<file path="config.mk">
export PLATFORM = sky130hd
export DESIGN_NAME = mem_arbiter
export DESIGN_NICKNAME = d
export VERILOG_FILES = /design/src/rtl/mem_arbiter_pkg.sv /design/src/rtl/mem_arbiter_pick.sv /design/src/rtl/mem_arbiter.sv
export SDC_FILE = /design/constraint.sdc
export NUM_CORES = 1
export LEC_CHECK = 0
export BUFFER_PORTS_ARGS = -buffer_cell sky130_fd_sc_hd__buf_2
export CORE_AREA = 2 2 105 107
export CTS_CLUSTER_DIAMETER = 150
export DETAILED_ROUTE_END_ITERATION = 6
export DIE_AREA = 0 0 107 109
export PLACE_DENSITY_LB_ADDON = 0.1
export REMOVE_ABC_BUFFERS = 1
export SYNTH_ARGS = -nofsm -noshare
export SYNTH_HDL_FRONTEND = slang
export SYNTH_SLANG_ARGS = --single-unit
</file>
<file path="constraint.sdc">
create_clock -name clk -period 2.6 [get_ports clk]
set_clock_uncertainty 0.05 [all_clocks]
set_input_delay 0.26 -clock clk [delete_from_list [all_inputs] [get_ports clk]]
set_output_delay 0.26 -clock clk [all_outputs]
set_load 0.01 [all_outputs]
</file>
<file path="src/rtl/mem_arbiter_pkg.sv">
// Shared types for the memory-port arbiter: FSM state codes (equal to the o_grant encoding)
// and owner identifiers used for tie-breaking.
`timescale 1ns/1ps
package mem_arbiter_pkg;

  typedef enum logic [1:0] {
    IDLE    = 2'b00,
    GRANT_I = 2'b01,
    GRANT_D = 2'b10
  } arb_state_t;

  typedef enum logic {
    OWNER_I = 1'b0,
    OWNER_D = 1'b1
  } owner_t;

  function automatic arb_state_t grant_of(owner_t o);
    return (o == OWNER_D) ? GRANT_D : GRANT_I;
  endfunction

endpackage

</file>
<file path="src/rtl/mem_arbiter_pick.sv">
// Winner select for an IDLE arbitration round.
// ARB_ROUND_ROBIN_EN defined: ties go to the requester that did not own the port last.
`timescale 1ns/1ps
module mem_arbiter_pick
  import mem_arbiter_pkg::*;
(
  input  logic   ic_req,
  input  logic   dc_req,
  input  owner_t last_owner,
  output owner_t winner
);

  always_comb begin
    winner = OWNER_D;
    if (ic_req && !dc_req) begin
      winner = OWNER_I;
    end else if (ic_req && dc_req) begin
`ifdef ARB_ROUND_ROBIN_EN
      winner = (last_owner == OWNER_I) ? OWNER_D : OWNER_I;
`else
      winner = OWNER_D;
`endif
    end
  end

`ifndef ARB_ROUND_ROBIN_EN
  // Fixed priority ignores history.
  logic unused_last_owner;
  assign unused_last_owner = last_owner;
`endif

endmodule

</file>
<file path="src/rtl/mem_arbiter.sv">
// Shares one memory port between ICache and DCache; locks the grant across bursts and
// preempts after MAX_BURST beats. Optional ARB_ROUND_ROBIN_EN selects round-robin ties.
`timescale 1ns/1ps
module mem_arbiter
  import mem_arbiter_pkg::*;
#(
  parameter int DATA_WIDTH     = 32,
  parameter int ADDRESS_WIDTH  = 32,
  parameter int MAX_BURST      = 16,
  parameter int BEAT_CNT_WIDTH = 4
) (
  input  logic                     clk,
  input  logic                     rst,
  input  logic                     ic_req,
  input  logic [ADDRESS_WIDTH-1:0] ic_addr,
  output logic                     ic_ack,
  output logic [DATA_WIDTH-1:0]    ic_rdata,
  input  logic                     dc_req,
  input  logic                     dc_we,
  input  logic [ADDRESS_WIDTH-1:0] dc_addr,
  input  logic [DATA_WIDTH-1:0]    dc_wdata,
  output logic                     dc_ack,
  output logic [DATA_WIDTH-1:0]    dc_rdata,
  output logic                     mem_req,
  output logic                     mem_we,
  output logic [ADDRESS_WIDTH-1:0] mem_addr,
  output logic [DATA_WIDTH-1:0]    mem_wdata,
  input  logic                     mem_ack,
  input  logic [DATA_WIDTH-1:0]    mem_rdata,
  output logic [1:0]               o_grant
);

  localparam logic [BEAT_CNT_WIDTH-1:0] BEAT_LAST = BEAT_CNT_WIDTH'(MAX_BURST - 1);

  arb_state_t                state, state_nxt, other;
  logic [BEAT_CNT_WIDTH-1:0] beat_cnt, beat_cnt_nxt;
  owner_t                    last_owner, winner;
  logic                      own_req, oth_req, burst_full;

  mem_arbiter_pick u_pick (
    .ic_req     (ic_req),
    .dc_req     (dc_req),
    .last_owner (last_owner),
    .winner     (winner)
  );

  assign burst_full = (beat_cnt == BEAT_LAST);

  always_comb begin
    other   = (state == GRANT_I) ? GRANT_D : GRANT_I;
    own_req = (state == GRANT_I) ? ic_req : dc_req;
    oth_req = (state == GRANT_I) ? dc_req : ic_req;
  end

  // Owner changes only at a beat boundary: its req is low (nothing in flight) or an ack lands.
  always_comb begin
    state_nxt    = state;
    beat_cnt_nxt = beat_cnt;
    case (state)
      IDLE: begin
        if (ic_req || dc_req) state_nxt = grant_of(winner);
      end
      GRANT_I, GRANT_D: begin
        if (!own_req)                              state_nxt = oth_req ? other : IDLE;
        else if (mem_ack && burst_full && oth_req) state_nxt = other;
        else if (mem_ack && !burst_full)           beat_cnt_nxt = beat_cnt + 1'b1;
      end
      default: state_nxt = IDLE;
    endcase
    if (state_nxt != state) beat_cnt_nxt = '0;
  end

  always_ff @(posedge clk or posedge rst) begin
    if (rst) begin
      state      <= IDLE;
      beat_cnt   <= '0;
      last_owner <= OWNER_I;
    end else begin
      state    <= state_nxt;
      beat_cnt <= beat_cnt_nxt;
      if (state_nxt != state && state_nxt != IDLE)
        last_owner <= (state_nxt == GRANT_D) ? OWNER_D : OWNER_I;
    end
  end

  always_comb begin
    mem_req   = 1'b0;
    mem_we    = 1'b0;
    mem_addr  = '0;
    mem_wdata = '0;
    ic_ack    = 1'b0;
    ic_rdata  = '0;
    dc_ack    = 1'b0;
    dc_rdata  = '0;
    case (state)
      GRANT_I: begin
        mem_req  = ic_req;
        mem_addr = ic_addr;
        ic_ack   = mem_ack;
        ic_rdata = mem_rdata;
      end
      GRANT_D: begin
        mem_req   = dc_req;
        mem_we    = dc_we;
        mem_addr  = dc_addr;
        mem_wdata = dc_wdata;
        dc_ack    = mem_ack;
        dc_rdata  = mem_rdata;
      end
      default: ;
    endcase
  end

  assign o_grant = state;

`ifndef SYNTHESIS
  // Requesters must hold req and payload steady until acked.
  ic_hold: assert property (@(posedge clk) disable iff (rst)
    (ic_req && !ic_ack) |=> (ic_req && $stable(ic_addr)));
  dc_hold: assert property (@(posedge clk) disable iff (rst)
    (dc_req && !dc_ack) |=> (dc_req && $stable({dc_we, dc_addr, dc_wdata})));
`endif

endmodule

</file>
==> impl_metrics.toml <==
[run_status]
status = "completed"

[grt]
grt.total_usage_pct = 14.8
grt_pass1_wl_um = 13400
antenna_found_initial = 0
grt_pass1_vias = 2248
globalRoute.totalOverflow = 0
largest_net_degree_at_the_start_of_global_routing = 47

[clock_network]
number_of_clock_sinks = 6
total_clock_buffers_created_by_cts = 3
postCtsSetupBuffers = 0
hold_buffers = 1
cts_resized = 0
cts.clk_slew.worst_paths_ns = 0.04
htree_levels = 1
clock_tree.buffer_depth = 2
ctsRootBufferMaster = "sky130_fd_sc_hd__clkbuf_8"
cts_tree = "done"
insertion_delay_to_the_later_sink_of_the_worst_skew_pair_ns = 0.23

[synthesis]
fraction_of_synthesis_flops_using_an_asynchronous_set_or_reset_pin_pct = 100
synthMuxAreaShare_pct = 3.08
synthesis.instances = 254
synth-seq-cells = 6
synth_area_leaders = "sky130_fd_sc_hd__and2_1 38%, sky130_fd_sc_hd__a22oi_1 14%, sky130_fd_sc_hd__dfrtp_1 9.0%, sky130_fd_sc_hd__nor2_1 7.9%, sky130_fd_sc_hd__clkbuf_1 4.5%"
ys.warnings.count = 0
main_combinational_cell_family_by_area_after_synthesis = "simple AND/OR/NAND/NOR gates"
synth.largest_area_cell = "sky130_fd_sc_hd__and2_1"
top_area_cell_type_share_of_the_netlist_area_pct = 38.0
avg_synthesized_cell_area_um2 = 6.55
synth_edf_count = 0
yosys.area_share.xor_xnor_pct = 1.05
netlist-cell-type-count = 39
syn-cell-area_mm2 = 0.00166
yosys.area_share.simple_pct = 52.0
ys_dominant_reg_cell = "sky130_fd_sc_hd__dfrtp_1"
synth_area_in_adders_pct = 3.76
synth_compound_gate_area_share_pct = 23.2
register_area_share_after_synthesis_pct = 9.02

[place]
pre_cts_ws_ns = 0.190
placement.io_buffers = 267
dp.final_hpwl_um = 8420
placed_cells = 646
place.gp.congestion = 0.765

[detailed_routing]
via_density = 4.12
drtIter0Drc = 124
routed_wirelength_um = 10100
post-route-drc-count = 0
drt_pass1_iterations = 4
wire_per_inst_um = 15.6
drtAntennaViolNets = 0
detailroute.via_count = 2681

[pwr]
power_leakage_nw = 1.94
max-vdd-ir-drop_uv = 575
report.power.total_mw = 3.00
power_density_mw_per_mm2 = 934

[setup_path]
worst_setup_sp_type = "register"
worstPathRequired_ns = 2.69
cpPeakStageDelay_ns = 0.56
setup.worst_path.class = "register to register"
critical_path.slowest_cell = "sky130_fd_sc_hd__or4_4"
path_delay_family = "compound AO/OA/AOI/OAI gates"
crit_chain = "inv_1 > ha_1 > a21oi_2 > o32a_1 > or4_4 > a31oi_1"
timing.critical_path.arrival_ns = 2.51
crit_fanout = 9
nature_of_the_critical_path_endpoint = "register"
cp_num_buf_inv = 1

[finish]
final_cell_count_no_fill = 650
layout.nets = 651
area_growth_pct = 93.2
num_antenna_cells = 0
nFillCells = 1200
layout-drive-gt1-share_pct = 56.1

[sta]
layout_worst_path_cycle_share_pct = 93.1
worst-slew-pin-transition_ns = 0.480
hold_ws_ns = 0.448
max_freq_mhz = 413
rsz0062_at_grt = "false"
drv_slew = 0
hold_violations = 0
finalWorstSetupSlack_ns = 0.179
max-slew-margin-rel_pct = 68.0
layout_min_cycle_time_ns = 2.42
setup_viol = 0

[floorplanning]
die_x_um = 107
floorplan.die_area_mm2 = 0.0117
placementRows = 38
starting_density_of_the_core_pct = 15.7
ioPinCount = 268
coreArea_mm2 = 0.0106
chipHeight_um = 109

[hold_path]
type_of_the_most_critical_hold_path = "input pin to async pin"

[run]
maxCapViolations = 0
final timing paths:
kind / from / endpoint / slack (ns) / depth (start not counted)
max: o_grant[0]$_DFF_PP0_ / beat_cnt[1]$_DFFE_PP0P_ / 0.18 / 6
min: rst / o_grant[1]$_DFF_PP0_ / 0.45 / 3
max reg2reg: o_grant[0]$_DFF_PP0_ / beat_cnt[1]$_DFFE_PP0P_ / 0.18 / 6
min reg2reg: beat_cnt[0]$_DFFE_PP0P_ / beat_cnt[0]$_DFFE_PP0P_ / 0.55 / 2
max in group asynchronous: rst / beat_cnt[0]$_DFFE_PP0P_ / 1.85 / 3
min in group clk: mem_ack / beat_cnt[2]$_DFFE_PP0P_ / 0.49 / 4
per-stage QoR:
stage	util [%]	setup TNS, ns	instance area (µm²)
6_report	30.3	0	3210
5_1_grt	30.3	0	3210
4_1_cts	30.3	0	3210
3_5_place_dp	29.8	0	3160
3_3_place_gp	29.8	0	3160
2_1_floorplan	-	-6.29	1560
power by group:
part	internal, mW	switching [mW]	total, mW
Combinational	1.12	1.60	2.72
Sequential	0.117	0.0269	0.144
Clock	0.0995	0.0411	0.141
Total	1.34	1.67	3.00
logic make-up (layout without fill, tap and decap cells):
group | Yosys count | in the layout
multiplexers | 5 | 5
buffers and inverters | 32 | 288
flip-flops | 6 | 6
XOR/XNOR | 2 | 2
AND/OR/NAND/NOR | 152 | 152
AO/OA/AOI/OAI | 52 | 52
adder cells (fa/ha/maj) | 5 | 5
cell usage after synthesis (2+ instances only):
master and n:
sky130_fd_sc_hd__buf_2 2, sky130_fd_sc_hd__nor2_1 35, sky130_fd_sc_hd__nand4_1 2, sky130_fd_sc_hd__o21ai_0 3, sky130_fd_sc_hd__a22oi_1 32, sky130_fd_sc_hd__clkbuf_1 20
sky130_fd_sc_hd__a31oi_1 4, sky130_fd_sc_hd__inv_1 5, sky130_fd_sc_hd__nor2b_1 2, sky130_fd_sc_hd__nand2b_1 2, sky130_fd_sc_hd__nand2_1 2, sky130_fd_sc_hd__ha_1 5
sky130_fd_sc_hd__dfrtp_1 6, sky130_fd_sc_hd__o221ai_1 2, sky130_fd_sc_hd__nand3_1 2, sky130_fd_sc_hd__a21oi_1 3, sky130_fd_sc_hd__and2_1 101, sky130_fd_sc_hd__mux2i_1 4
sky130_fd_sc_hd__a32oi_1 2
cells in the final DEF, fill, tap and decap left out, types with 2 or more instances in the layout:
master and n:
sky130_fd_sc_hd__a21oi_1 3, sky130_fd_sc_hd__a32oi_1 2, sky130_fd_sc_hd__nor2b_1 2, sky130_fd_sc_hd__mux2i_1 4, sky130_fd_sc_hd__buf_4 9, sky130_fd_sc_hd__inv_1 5
sky130_fd_sc_hd__and2_1 101, sky130_fd_sc_hd__a22oi_1 32, sky130_fd_sc_hd__nand2b_1 2, sky130_fd_sc_hd__nand2_1 2, sky130_fd_sc_hd__nor2_1 35, sky130_fd_sc_hd__buf_2 267
sky130_fd_sc_hd__nand4_1 2, sky130_fd_sc_hd__clkbuf_8 3, sky130_fd_sc_hd__ha_1 3, sky130_fd_sc_hd__dfrtp_1 6, sky130_fd_sc_hd__ha_2 2, sky130_fd_sc_hd__o221ai_1 2
sky130_fd_sc_hd__nand3_1 2, sky130_fd_sc_hd__a31oi_1 4, sky130_fd_sc_hd__o21ai_0 3
final cells by class:
type | instances | area [µm²] | share of cell area, %
well taps | 140 | 175 | 5.45
repair buffers | 278 | 1430 | 44.6
clock buffers | 3 | 41.3 | 1.28
flip-flops and latches | 6 | 150 | 4.67
inverters | 7 | 27.5 | 0.856
multi-input cells | 216 | 1390 | 43.1
routing by layer:
| metal | wire [µm] | vias up | global-route usage (%) |
|---|---|---|---|
| met5 | 0 | - | 0 |
| li1 | - | 1374 | - |
| met1 | 4120 | 1189 | 18.5 |
| met2 | 5040 | 107 | 26.9 |
| met4 | 121 | 0 | 2.88 |
| met3 | 834 | 11 | 2.45 |
registers in the layout (all words and copies together) (netlist names):
name,flops
beat_cnt,4
o_grant,2
worst register-to-register path, stage by stage, from the launching register on:
cell and delay (ns):
sky130_fd_sc_hd__dfrtp_1 0.47, sky130_fd_sc_hd__inv_1 0.13, sky130_fd_sc_hd__ha_1 0.48, sky130_fd_sc_hd__a21oi_2 0.09, sky130_fd_sc_hd__o32a_1 0.38, sky130_fd_sc_hd__or4_4 0.56, sky130_fd_sc_hd__a31oi_1 0.19
No activity file was read; power rests on OpenSTA's default activity.
